### src/rtl/uart_tx_arbiter.sv
// Round-robin arbiter that lets N_REQ requesters share one uart_tx.
// Each grant carries one byte, and a stalled uart_tx is aborted after TIMEOUT_CYCLES.
module uart_tx_arbiter #(
  parameter int unsigned N_REQ          = 4,
  parameter int unsigned DATA_WIDTH     = 8,
  parameter int unsigned TIMEOUT_CYCLES = 65535
) (
  input  logic                          clk,
  input  logic                          rst_n,
  input  logic [N_REQ-1:0]              req,
  input  logic [N_REQ*DATA_WIDTH-1:0]   req_data,
  output logic [N_REQ-1:0]              ack,
  output logic [N_REQ-1:0]              grant,
  output logic                          busy,
  output logic                          timeout_err,
  output logic                          tx_start,
  output logic [DATA_WIDTH-1:0]         tx_din,
  input  logic                          tx_done_tick
);

  localparam int unsigned PW = (N_REQ > 1) ? $clog2(N_REQ) : 1;
  localparam int unsigned CW = $clog2(TIMEOUT_CYCLES + 1);

  typedef enum logic [1:0] {IDLE, START, WAIT, ACK} state_t;

  state_t                  state_q, state_d;
  logic [PW-1:0]           rr_q, rr_d;
  logic [PW-1:0]           idx_q, idx_d;
  logic [CW-1:0]           cnt_q, cnt_d;
  logic                    abort_q, abort_d;
  logic [N_REQ-1:0]        grant_d;
  logic [DATA_WIDTH-1:0]   din_d;

  logic                    hit;
  int unsigned             arb_j;
  logic [N_REQ-1:0]        req_sh;
  logic [PW-1:0]           win_idx;
  logic [N_REQ-1:0]        win_oh;
  logic [DATA_WIDTH-1:0]   win_data;

  // Search upward from rr_q with wraparound; first set request wins.
  always_comb begin
    hit      = 1'b0;
    arb_j    = 0;
    req_sh   = '0;
    win_idx  = '0;
    win_oh   = '0;
    win_data = '0;
    for (int unsigned i = 0; i < N_REQ; i++) begin
      arb_j = 32'(rr_q) + i;
      if (arb_j >= N_REQ) arb_j = arb_j - N_REQ;
      req_sh = req >> arb_j;
      if (!hit && req_sh[0]) begin
        hit      = 1'b1;
        win_idx  = PW'(arb_j);
        win_oh   = N_REQ'(1) << arb_j;
        win_data = DATA_WIDTH'(req_data >> (arb_j * DATA_WIDTH));
      end
    end
  end

  // Next-state and next-register values.
  always_comb begin
    state_d = state_q;
    rr_d    = rr_q;
    idx_d   = idx_q;
    cnt_d   = cnt_q;
    abort_d = abort_q;
    grant_d = grant;
    din_d   = tx_din;
    unique case (state_q)
      IDLE: begin
        if (hit) begin
          state_d = START;
          idx_d   = win_idx;
          grant_d = win_oh;
          din_d   = win_data;
        end
      end
      START: begin
        state_d = WAIT;
        cnt_d   = '0;
      end
      WAIT: begin
        // A tick on the threshold cycle still counts as success.
        if (tx_done_tick) begin
          state_d = ACK;
        end else if (cnt_q == CW'(TIMEOUT_CYCLES - 1)) begin
          state_d = ACK;
          abort_d = 1'b1;
        end else if (cnt_q != {CW{1'b1}}) begin
          cnt_d = cnt_q + CW'(1);
        end
      end
      ACK: begin
        state_d = IDLE;
        grant_d = '0;
        abort_d = 1'b0;
        rr_d    = (idx_q == PW'(N_REQ - 1)) ? '0 : idx_q + PW'(1);
      end
      default: state_d = IDLE;
    endcase
  end

  // State and registered outputs.
  always_ff @(posedge clk or negedge rst_n) begin
    if (!rst_n) begin
      state_q     <= IDLE;
      rr_q        <= '0;
      idx_q       <= '0;
      cnt_q       <= '0;
      abort_q     <= 1'b0;
      grant       <= '0;
      tx_din      <= '0;
      tx_start    <= 1'b0;
      busy        <= 1'b0;
      ack         <= '0;
      timeout_err <= 1'b0;
    end else begin
      state_q     <= state_d;
      rr_q        <= rr_d;
      idx_q       <= idx_d;
      cnt_q       <= cnt_d;
      abort_q     <= abort_d;
      grant       <= grant_d;
      tx_din      <= din_d;
      tx_start    <= (state_d == START);
      busy        <= (state_d != IDLE);
      ack         <= (state_d == ACK) ? grant_d : '0;
      timeout_err <= (state_d == ACK) && abort_d;
    end
  end

endmodule

### config.mk
export PLATFORM = sky130hd
export DESIGN_NAME = uart_tx_arbiter
export DESIGN_NICKNAME = d
export VERILOG_FILES = /design/src/rtl/uart_tx_arbiter.sv
export SDC_FILE = /design/constraint.sdc
export NUM_CORES = 1
export LEC_CHECK = 0
export ABC_AREA = 1
export BUFFER_PORTS_ARGS = -buffer_cell sky130_fd_sc_hd__clkbuf_2
export CAP_MARGIN = 0
export CORE_MARGIN = 8
export CORE_UTILIZATION = 40
export CTS_CLUSTER_DIAMETER = 80
export DETAILED_ROUTE_END_ITERATION = 16
export PLACE_DENSITY = 0.66
export SETUP_SLACK_MARGIN = 0.02
export SLEW_MARGIN = 20
export SYNTH_ARGS = -nofsm -noshare
export SYNTH_HDL_FRONTEND = slang
export SYNTH_SLANG_ARGS = --single-unit
### constraint.sdc
create_clock -name clk -period 3.2 [get_ports clk]
set_clock_uncertainty 0.1 [all_clocks]
set_input_delay 0.16 -clock clk [delete_from_list [all_inputs] [get_ports clk]]
set_output_delay 0.16 -clock clk [all_outputs]
set_load 0.03 [all_outputs]
==> impl_metrics.env, run 1 <==
export IMPL_hpwlAfterDp_mm=6.78
export IMPL_antenna_found_initial=0
export IMPL_clock_latency_ns=0.29
export IMPL_seq_area_frac_synth=0.299
export IMPL_postRouteAntennaNets=0
export IMPL_power_density_mw_per_mm2=966
export IMPL_fin_nets=629
export IMPL_cts_resized=0
export IMPL_setup_violations_final=0
export IMPL_dieArea_mm2=0.0120
export IMPL_grt_max_degree=53
export IMPL_cp_arrival_ns=2.61
export IMPL_grt_total_usage=0.156
export IMPL_synth_cells=523
export IMPL_fmax_mhz=403
export IMPL_post_synth_num_cell_types=40
export IMPL_path_buf_inv=3
export IMPL_syn_nets=577
export IMPL_slowest_delay_ns=0.40
export IMPL_min_from="tx_done_tick"
export IMPL_wl_per_cell_um=13.0
export IMPL_cts_num_sinks=42
export IMPL_crit_family="simple AND/OR/NAND/NOR gates"
export IMPL_cp_start_kind="register"
export IMPL_crit_required_ns=3.33
export IMPL_hold_end="abort_q$_DFF_PN0_"
export IMPL_cts_path_max_buffers=2
export IMPL_final_period_utilization=0.776
export IMPL_max_cap_violations=0
export IMPL_coreArea_mm2=0.00864
export IMPL_io_buffers=57
export IMPL_p_comb_frac=0.670
export IMPL_yosysTopAreaCell="dfrtp_1"
export IMPL_p_total_mw=3.89
export IMPL_vias_per_cell=5.09
export IMPL_cp_slowest_cell="buf_4"
export IMPL_cts_made_buffers=5
export IMPL_worst_ir_drop_vdd_uv=422
export IMPL_cts_root_buf="clkbuf_8"
export IMPL_routed_wl_mm=8.91
export IMPL_path_common_cell="nand2_1"
export IMPL_grt_ovfl_total=0
export IMPL_p_int_mw=1.80
export IMPL_synth_top_cell_area_share=0.299
export IMPL_reg2reg_slack_ns=0.72
export IMPL_max_slew_worst_pin_slew_ns=0.560
export IMPL_power_frac_clock=0.132
export IMPL_critPathKind="reg2reg"
export IMPL_slew_viol_final=0
export IMPL_fillCellCount=899
export IMPL_yosysMostFrequentCell="nand2_1"
export IMPL_cts_hold_buf=1
export IMPL_p_seq_frac=0.198
export IMPL_regArea_mm2=0.00105
export IMPL_cts_tree="built"
export IMPL_hold_violations=0
export IMPL_fin_crit_ns=2.48
export IMPL_drt_iter0_drc=152
export IMPL_r2r_start="rr_q[0]$_DFFE_PN0P_"
export IMPL_rr_worst_depth=11
export IMPL_synth_area_top_cells="dfrtp_1 (30%), nand2_1 (17%), o21ai_0 (8.8%), inv_1 (5.4%), ha_1 (5.3%)"
export IMPL_yosys_warnings=0
export IMPL_cp_end_kind="register"
export IMPL_worstHoldPathCells=4
export IMPL_synthTopCellsByCount="nand2_1 (156), o21ai_0 (62), inv_1 (51)"
export IMPL_cp_max_fo=52
export IMPL_p_switching_mw=2.09
export IMPL_die_x_um=110
export IMPL_initial_utilization=0.407
export IMPL_ios=58
export IMPL_post_cts_buffers=0
export IMPL_synth_seq_cells=42
export IMPL_rsz0062_at_grt="no"
export IMPL_vias=3481
export IMPL_timing_hold_ws_ns=0.107
export IMPL_first_global_vias=3398
export IMPL_multi_input_area_mm2=0.00214
export IMPL_drt_pass1_iter_count=4
export IMPL_syn_area_mm2=0.00352
export IMPL_switching_share=0.537
export IMPL_worstReg2RegEnd="tx_din[7]$_DFFE_PN0P_"
export IMPL_tns_ns=0
export IMPL_syn_avg_cell_area_um2=6.72
export IMPL_cts_clk_slew_worst_paths_ns=0.09
export IMPL_relSlewSlack=0.627
export IMPL_synth_flop_cell="dfrtp_1"
export IMPL_synth_edf_count=0
export IMPL_grt_pass1_wl_mm=15.5
export IMPL_status="finished, final reports clean"
export IMPL_antenna_cells=0
export IMPL_h_tree_depth=2
export IMPL_die_y_um=110
export IMPL_drive_gt1_frac=0.186
export IMPL_row_count=34
export IMPL_p_leak_nw=2.01
export IMPL_cp_cell_sequence="buf_4, nand2_1, nand3_2, nand2_2, inv_2, nand3_1, nor2_2, inv_1, nor2_1, o21ai_1, nand2_1"
export IMPL_gp_congestion=0.867
export IMPL_hold_path_class="in2reg"
export IMPL_syn2layout_area_growth_pct=14.4
export IMPL_drc=0
export IMPL_async_flop_share=1.00
-- flip-flops by register name, indices dropped and copies added, names as in the netlist --
register	count
cnt_q	16
tx_din	8
ack	4
grant	4
idx_q	2
rr_q	2
state_q	2
abort_q	1
busy	1
timeout_err	1
tx_start	1
-- power groups by stage --
| stage | combinational (mW) | clock, mW | sequential (mW) |
|---|---|---|---|
| 2_1_floorplan | 1.91 | 0 | 0.927 |
| 3_3_place_gp | 2.55 | 0 | 0.777 |
| 3_5_place_dp | 2.60 | 0 | 0.778 |
| 4_1_cts | 2.60 | 0.524 | 0.770 |
| 5_1_grt | 2.95 | 0.546 | 0.788 |
| 6_report | 2.60 | 0.514 | 0.770 |
-- stage by stage --
stage	utilization	instances	setup WS (ns)	cell area, µm²
3_5_place_dp	0.449	675	0.780	3870
4_1_cts	0.466	684	0.766	4020
6_report	0.466	684	0.716	4030
2_1_floorplan	-	523	0.610	3520
5_1_grt	0.466	684	0.544	4030
3_3_place_gp	0.449	675	0.800	3870
-- layout by cell type, fill, tap and decap left out, types with 2 or more instances in the layout --
| master | count |
|---|---|
| nand2_4 | 3 |
| inv_1 | 51 |
| o21ai_0 | 62 |
| ha_1 | 15 |
| buf_4 | 7 |
| nand3_1 | 24 |
| nand3b_1 | 4 |
| nor2_2 | 4 |
| a31o_2 | 2 |
| a21oi_2 | 4 |
| a31oi_2 | 2 |
| nor2_1 | 48 |
| bufinv_16 | 2 |
| nand4_1 | 8 |
| nand2_2 | 7 |
| clkbuf_8 | 5 |
| clkbuf_2 | 56 |
| xor2_1 | 7 |
| a22o_1 | 2 |
| inv_2 | 6 |
| a31oi_1 | 5 |
| nor3_1 | 5 |
| dfrtp_1 | 42 |
| nor4_1 | 2 |
| mux2i_1 | 6 |
| or2_2 | 2 |
| nand2_1 | 156 |
| o21ai_1 | 6 |
| a22oi_1 | 2 |
| nand3_2 | 2 |
| o31ai_1 | 8 |
| xnor2_1 | 4 |
| a21oi_1 | 9 |
-- worst register-to-register path, stage by stage, from the launching register on --
cell	delay (ns)
dfrtp_1	0.37
buf_4	0.40
nand2_1	0.19
nand3_2	0.13
nand2_2	0.20
inv_2	0.16
nand3_1	0.14
nor2_2	0.36
inv_1	0.11
nor2_1	0.11
o21ai_1	0.09
nand2_1	0.08
-- final cells by class --
type,count,area share
multi-input cells,405,0.533
repair buffers,64,0.0852
flip-flops and latches,42,0.261
clock buffers,5,0.0171
well taps,108,0.0336
clock inverters,3,0.0171
inverters,57,0.0532
-- worst max path at each step --
stage,endpoint,cells after the start,start,slack [ns]
after detailed placement,tx_din[7]$_DFFE_PN0P_,11,rr_q[0]$_DFFE_PN0P_,0.78
after global routing,tx_din[3]$_DFFE_PN0P_,9,rr_q[0]$_DFFE_PN0P_,0.54
after global placement,tx_din[7]$_DFFE_PN0P_,13,rr_q[0]$_DFFE_PN0P_,0.80
final,tx_din[7]$_DFFE_PN0P_,11,rr_q[0]$_DFFE_PN0P_,0.72
after CTS,tx_din[7]$_DFFE_PN0P_,11,rr_q[0]$_DFFE_PN0P_,0.77
after floorplan,tx_din[5]$_DFFE_PN0P_,15,rr_q[1]$_DFFE_PN0P_,0.61
-- per-layer routing --
| layer | vias up | track usage | routed length [µm] |
|---|---|---|---|
| li1 | 1806 | - | - |
| met5 | - | 0 | 0 |
| met1 | 1581 | 0.217 | 4580 |
| met4 | 0 | 0.0338 | 63 |
| met2 | 87 | 0.251 | 3850 |
| met3 | 7 | 0.0223 | 417 |
-- kinds of logic (layout without fill, tap and decap cells) --
kind of cell	Yosys count	count (layout)	share of synthesized area
buffers and inverters	76	129	0.0914
flip-flops	42	42	0.299
AND/OR/NAND/NOR	267	267	0.333
AO/OA/AOI/OAI	106	106	0.179
XOR/XNOR	11	11	0.0274
multiplexers	6	6	0.0171
adder cells (fa/ha/maj)	15	15	0.0534
Power figures use the tool's default switching activity.
==> run 2: changes to the inputs <==
- clock period: 3.2 -> 2.36 ns (I/O delays scaled with it)
==> impl_metrics.env, run 2 (synthesis gave the netlist of run 1 again) <==
export IMPL_grt_ovfl_total=0
export IMPL_switching_share=0.547
export IMPL_row_count=34
export IMPL_cp_end_kind="register"
export IMPL_top_usage_layer="met2"
export IMPL_crit_end="tx_din[6]$_DFFE_PN0P_"
export IMPL_cp_slowest_cell="dfrtp_1"
export IMPL_critPathKind="reg2reg"
export IMPL_tns_ns=0
export IMPL_coreArea_mm2=0.00864
export IMPL_cp_cell_sequence="buf_4, ha_1, nor2_2, nand3_1, nand2_2, inv_1, nand3_1, nor2_4, inv_1, nor2_1, o21ai_1, nand2_1"
export IMPL_cts_made_buffers=5
export IMPL_drive_gt1_frac=0.202
export IMPL_power_frac_clock=0.089
export IMPL_reg2reg_slack_ns=0.13
export IMPL_gp_congestion=0.914
export IMPL_p_leak_nw=2.04
export IMPL_use_met1=0.204
export IMPL_initial_utilization=0.407
export IMPL_clock_latency_ns=0.30
export IMPL_p_comb_frac=0.714
export IMPL_path_buf_inv=3
export IMPL_final_cell_mix="nand2_1 (156), o21ai_0 (62), clkbuf_2 (57)"
export IMPL_status="finished, final reports clean"
export IMPL_hold_path_class="in2reg"
export IMPL_antenna_found_initial=0
export IMPL_cts_tree="built"
export IMPL_p_seq_frac=0.197
export IMPL_largest_reg_flops=16
export IMPL_antenna_cells=0
export IMPL_fin_nets=638
export IMPL_gr_usage_met3=0.0311
export IMPL_ios=58
export IMPL_top_regs="cnt_q (16), tx_din (8)"
export IMPL_hpwlAfterDp_mm=7.09
export IMPL_dieArea_mm2=0.0120
export IMPL_slew_viol_final=0
export IMPL_postRouteAntennaNets=0
export IMPL_cts_clk_slew_worst_paths_ns=0.08
export IMPL_hold_violations=0
export IMPL_max_cap_violations=0
export IMPL_cts_root_buf="clkbuf_8"
export IMPL_cp_start_kind="register"
export IMPL_grt_max_degree=53
export IMPL_worst_ir_drop_vdd_uv=433
export IMPL_cts_path_max_buffers=2
export IMPL_cts_num_sinks=42
export IMPL_rsz0062_at_grt="no"
export IMPL_die_x_um=110
export IMPL_slowest_delay_ns=0.43
export IMPL_drt_pass1_iter_count=4
export IMPL_worstReg2RegEnd="tx_din[6]$_DFFE_PN0P_"
export IMPL_p_int_mw=2.41
export IMPL_path_depth=12
export IMPL_vias=3499
export IMPL_relSlewSlack=0.657
export IMPL_fin_crit_ns=2.23
export IMPL_syn2layout_area_growth_pct=16.4
export IMPL_drc=0
export IMPL_setup_violations_final=0
export IMPL_io_buffers=57
export IMPL_crit_required_ns=2.44
export IMPL_drt_iter0_drc=118
export IMPL_rr_worst_depth=12
export IMPL_vias_per_cell=5.05
export IMPL_die_y_um=110
export IMPL_largest_register="cnt_q"
export IMPL_final_period_utilization=0.947
export IMPL_h_tree_depth=2
export IMPL_dp_cells=684
export IMPL_p_switching_mw=2.91
export IMPL_fmax_mhz=448
export IMPL_power_density_mw_per_mm2=1300
export IMPL_r2r_start="rr_q[1]$_DFFE_PN0P_"
export IMPL_crit_family="simple AND/OR/NAND/NOR gates"
export IMPL_cp_arrival_ns=2.32
export IMPL_wl_per_cell_um=13.2
export IMPL_first_global_vias=3406
export IMPL_startpoint="rr_q[1]$_DFFE_PN0P_"
export IMPL_timing_hold_ws_ns=0.0711
export IMPL_final_area_mm2=0.00409
export IMPL_routed_wl_mm=9.13
export IMPL_placed_area_mm2=0.00396
export IMPL_globalRouteMet2Util=0.261
export IMPL_final_cells=693
export IMPL_cp_max_fo=8
export IMPL_grt_total_usage=0.156
export IMPL_max_slew_worst_pin_slew_ns=0.514
export IMPL_grt_pass1_wl_mm=15.4
export IMPL_final_common_cell="nand2_1"
[run 2: cell types whose count changed in the layout (fill, tap and decap cells not counted), sizes merged]
cell / before / now
buf: 7 / 15
bufinv: 2 / 0
clkbuf: 61 / 62
clkinv: 1 / 2
clkinvlp: 0 / 1
[run 2: worst min path at each step]
stage,start,endpoint,slack [ns],cells past startpoint
after floorplan,rst_n,abort_q$_DFF_PN0_,-0.28,0
after global placement,rst_n,grant[2]$_DFF_PN0_,0.008,1
after detailed placement,rst_n,grant[2]$_DFF_PN0_,0.02,1
after CTS,tx_done_tick,abort_q$_DFF_PN0_,0.07,4
after global routing,tx_done_tick,timeout_err$_DFF_PN0_,0.12,4
final,tx_done_tick,abort_q$_DFF_PN0_,0.07,4
[run 2: layout make-up]
| cell class | instances | area, µm² |
|---|---|---|
| sequential | 42 | 1050 |
| tap | 108 | 135 |
| inverter | 57 | 214 |
| timing repair buffer | 73 | 433 |
| clock inverter | 3 | 21.3 |
| fill | 859 | 4540 |
| clock buffer | 5 | 68.8 |
| multi-input combinational | 405 | 2170 |
[run 2: stage by stage]
stage / util / setup slack (ns) / power, mW
2_1_floorplan: - / 0.0513 / 3.86
3_3_place_gp: 0.458 / 0.100 / 4.69
3_5_place_dp: 0.458 / 0.0592 / 4.75
4_1_cts: 0.470 / 0.0404 / 5.25
5_1_grt: 0.474 / 0.0304 / 5.85
6_report: 0.474 / 0.126 / 5.32
[run 2: power groups by stage]
stage | sequential (mW) | combinational, mW | clock, mW
CTS | 1.05 | 3.71 | 0.493
global placement | 1.06 | 3.63 | 0
floorplan | 1.26 | 2.61 | 0
global route | 1.08 | 4.25 | 0.526
finish | 1.05 | 3.80 | 0.475
detailed placement | 1.06 | 3.69 | 0
[run 2: what timing repair did]
action	CTS	global route
setup endpoints to repair	0	18
resized for setup	0	7
buffers inserted	0	0
hold buffers	1	0
hold endpoints to repair	20	0
[run 2: worst reg2reg max path, stage by stage, from the launching register on]
cell and delay (ns):
dfrtp_1 0.43, buf_4 0.18, ha_1 0.20, nor2_2 0.22, nand3_1 0.13, nand2_2 0.16, inv_1 0.06, nand3_1 0.17
nor2_4 0.10, inv_1 0.11, nor2_1 0.05, o21ai_1 0.17, nand2_1 0.07
[run 2: per-layer routing]
layer	routed length [µm]	share of wire
met5	0	0
met4	55	0.0060
met3	460	0.050
met2	4270	0.47
met1	4340	0.48
==> run 3: changes to the inputs <==
- GPL_ROUTABILITY_DRIVEN: unset -> 0
- PLACE_DENSITY: 0.66 -> unset
==> impl_metrics.env, run 3 (synthesis gave the netlist of run 1 again) <==
export IMPL_row_count=34
export IMPL_fmax_mhz=459
export IMPL_antenna_cells=0
export IMPL_p_seq_frac=0.189
export IMPL_fin_util=0.481
export IMPL_initial_utilization=0.407
export IMPL_cts_made_buffers=5
export IMPL_hpwlAfterDp_mm=7.23
export IMPL_cts_root_buf="clkbuf_8"
export IMPL_ios=58
export IMPL_drt_iter0_drc=167
export IMPL_p_comb_frac=0.686
export IMPL_critPathKind="reg2reg"
export IMPL_placed_area_mm2=0.00396
export IMPL_cp_start_kind="register"
export IMPL_relSlewSlack=0.715
export IMPL_r2r_start="rr_q[0]$_DFFE_PN0P_"
export IMPL_grt_max_degree=53
export IMPL_routed_wl_mm=9.16
export IMPL_drc=0
export IMPL_vias_per_cell=5.10
export IMPL_cts_path_max_buffers=2
export IMPL_final_cell_mix="nand2_1 (156), o21ai_0 (62), clkbuf_2 (57)"
export IMPL_min_from="tx_done_tick"
export IMPL_coreArea_mm2=0.00864
export IMPL_startpoint="rr_q[0]$_DFFE_PN0P_"
export IMPL_slowest_delay_ns=0.41
export IMPL_p_switching_mw=2.91
export IMPL_tns_ns=0
export IMPL_timing_hold_ws_ns=0.0682
export IMPL_grt_pass1_wl_mm=15.5
export IMPL_reg2reg_slack_ns=0.18
export IMPL_drive_gt1_frac=0.202
export IMPL_dieArea_mm2=0.0120
export IMPL_rr_worst_depth=13
export IMPL_post_cts_buffers=0
export IMPL_power_frac_clock=0.125
export IMPL_setup_violations_final=0
export IMPL_cts_num_sinks=42
export IMPL_cp_cell_sequence="inv_2, buf_8, nand2_1, nand3_1, nand2_2, inv_2, nand2_4, nor2_8, nand2_4, nand2_4, nand2_1, nand2_4, nor2_1"
export IMPL_cp_max_fo=24
export IMPL_grt_ovfl_total=0
export IMPL_largest_reg_flops=16
export IMPL_cts_tree="built"
export IMPL_h_tree_depth=2
export IMPL_fin_nets=638
export IMPL_antenna_found_initial=0
export IMPL_die_x_um=110
export IMPL_drt_pass1_iter_count=4
export IMPL_io_buffers=57
export IMPL_final_area_mm2=0.00415
export IMPL_hold_path_class="in2reg"
export IMPL_largest_register="cnt_q"
export IMPL_wl_per_cell_um=13.2
export IMPL_final_period_utilization=0.923
export IMPL_top_regs="cnt_q (16), tx_din (8)"
export IMPL_path_common_cell="nand2_4"
export IMPL_worst_ir_drop_vdd_uv=523
export IMPL_crit_end="ack[1]$_DFF_PN0_"
export IMPL_cp_end_kind="register"
export IMPL_max_cap_violations=0
export IMPL_final_common_cell="nand2_1"
export IMPL_first_global_vias=3364
export IMPL_die_y_um=110
export IMPL_max_slew_worst_pin_slew_ns=0.425
export IMPL_grt_total_usage=0.157
export IMPL_status="finished, final reports clean"
export IMPL_vias=3533
export IMPL_hold_violations=0
export IMPL_switching_share=0.525
export IMPL_slew_viol_final=0
export IMPL_worstReg2RegEnd="ack[1]$_DFF_PN0_"
export IMPL_rsz0062_at_grt="no"
export IMPL_cts_clk_slew_worst_paths_ns=0.09
export IMPL_p_int_mw=2.63
export IMPL_power_density_mw_per_mm2=1330
export IMPL_syn2layout_area_growth_pct=18.1
export IMPL_fin_crit_ns=2.18
export IMPL_cp_slowest_cell="dfrtp_1"
export IMPL_clock_latency_ns=0.30
export IMPL_crit_required_ns=2.45
export IMPL_cp_arrival_ns=2.27
export IMPL_p_leak_nw=2.07
export IMPL_postRouteAntennaNets=0
## run 3: changes by cell type in the layout (fill, tap and decap cells not counted), sizes merged
cell / previous run / this run
bufinv: 0 / 2
clkinvlp: 1 / 0
clkinv: 2 / 1
## run 3: per-layer routing
layer | global-route usage | vias to the layer above | wire [µm]
met3 | 0.0299 | 5 | 533
met2 | 0.254 | 96 | 4190
met1 | 0.211 | 1603 | 4370
met5 | 0 | - | 0
li1 | - | 1829 | -
met4 | 0.0395 | 0 | 68
## run 3: power groups by stage
stage	registers [mW]	logic [mW]	clock network [mW]
after floorplan	1.26	2.61	0
after detailed placement	1.06	3.70	0
after global routing	1.07	4.26	0.747
final	1.05	3.80	0.695
after CTS	1.05	3.71	0.722
after global placement	1.06	3.63	0
## run 3: critical path, delay by kind of cell, from the launching register on
| family | cells | cell delay (ns) |
|---|---|---|
| flops | 1 | 0.41 |
| simple gates | 10 | 1.07 |
| buf+inv | 3 | 0.48 |
## run 3: worst min path at each step
stage                               endpoint  slack, ns  cells past startpoint
final                      abort_q$_DFF_PN0_       0.07                      4
after global routing      grant[3]$_DFF_PN0_       0.08                      2
after CTS                 grant[3]$_DFF_PN0_       0.07                      2
after detailed placement  grant[3]$_DFF_PN0_      -0.14                      1
after global placement    grant[3]$_DFF_PN0_      -0.15                      1
after floorplan            abort_q$_DFF_PN0_      -0.28                      0
## run 3: stage by stage
step | setup WS (ns) | power (mW) | cells
3_5_place_dp | 0.0625 | 4.75 | 684
6_report | 0.182 | 5.54 | 693
4_1_cts | 0.0411 | 5.47 | 693
2_1_floorplan | 0.0513 | 3.86 | 523
3_3_place_gp | 0.0845 | 4.69 | 684
5_1_grt | 0.0282 | 6.08 | 693
## run 3: final cells by class
class / instances / area (µm²)
Clock buffer: 5 / 68.8
Clock inverter: 3 / 68.8
Fill cell: 906 / 4480
Inverter: 57 / 216
Multi-Input combinational cell: 405 / 2170
Sequential cell: 42 / 1050
Tap cell: 108 / 135
Timing Repair Buffer: 73 / 439
## run 3: repair_timing
| item | 4_1_cts | 5_1_grt |
|---|---|---|
| setup endpoints to repair | 0 | 19 |
| hold buffers | 1 | 0 |
| resized for setup | 0 | 12 |
| endpoints found under the hold margin | 42 | 0 |
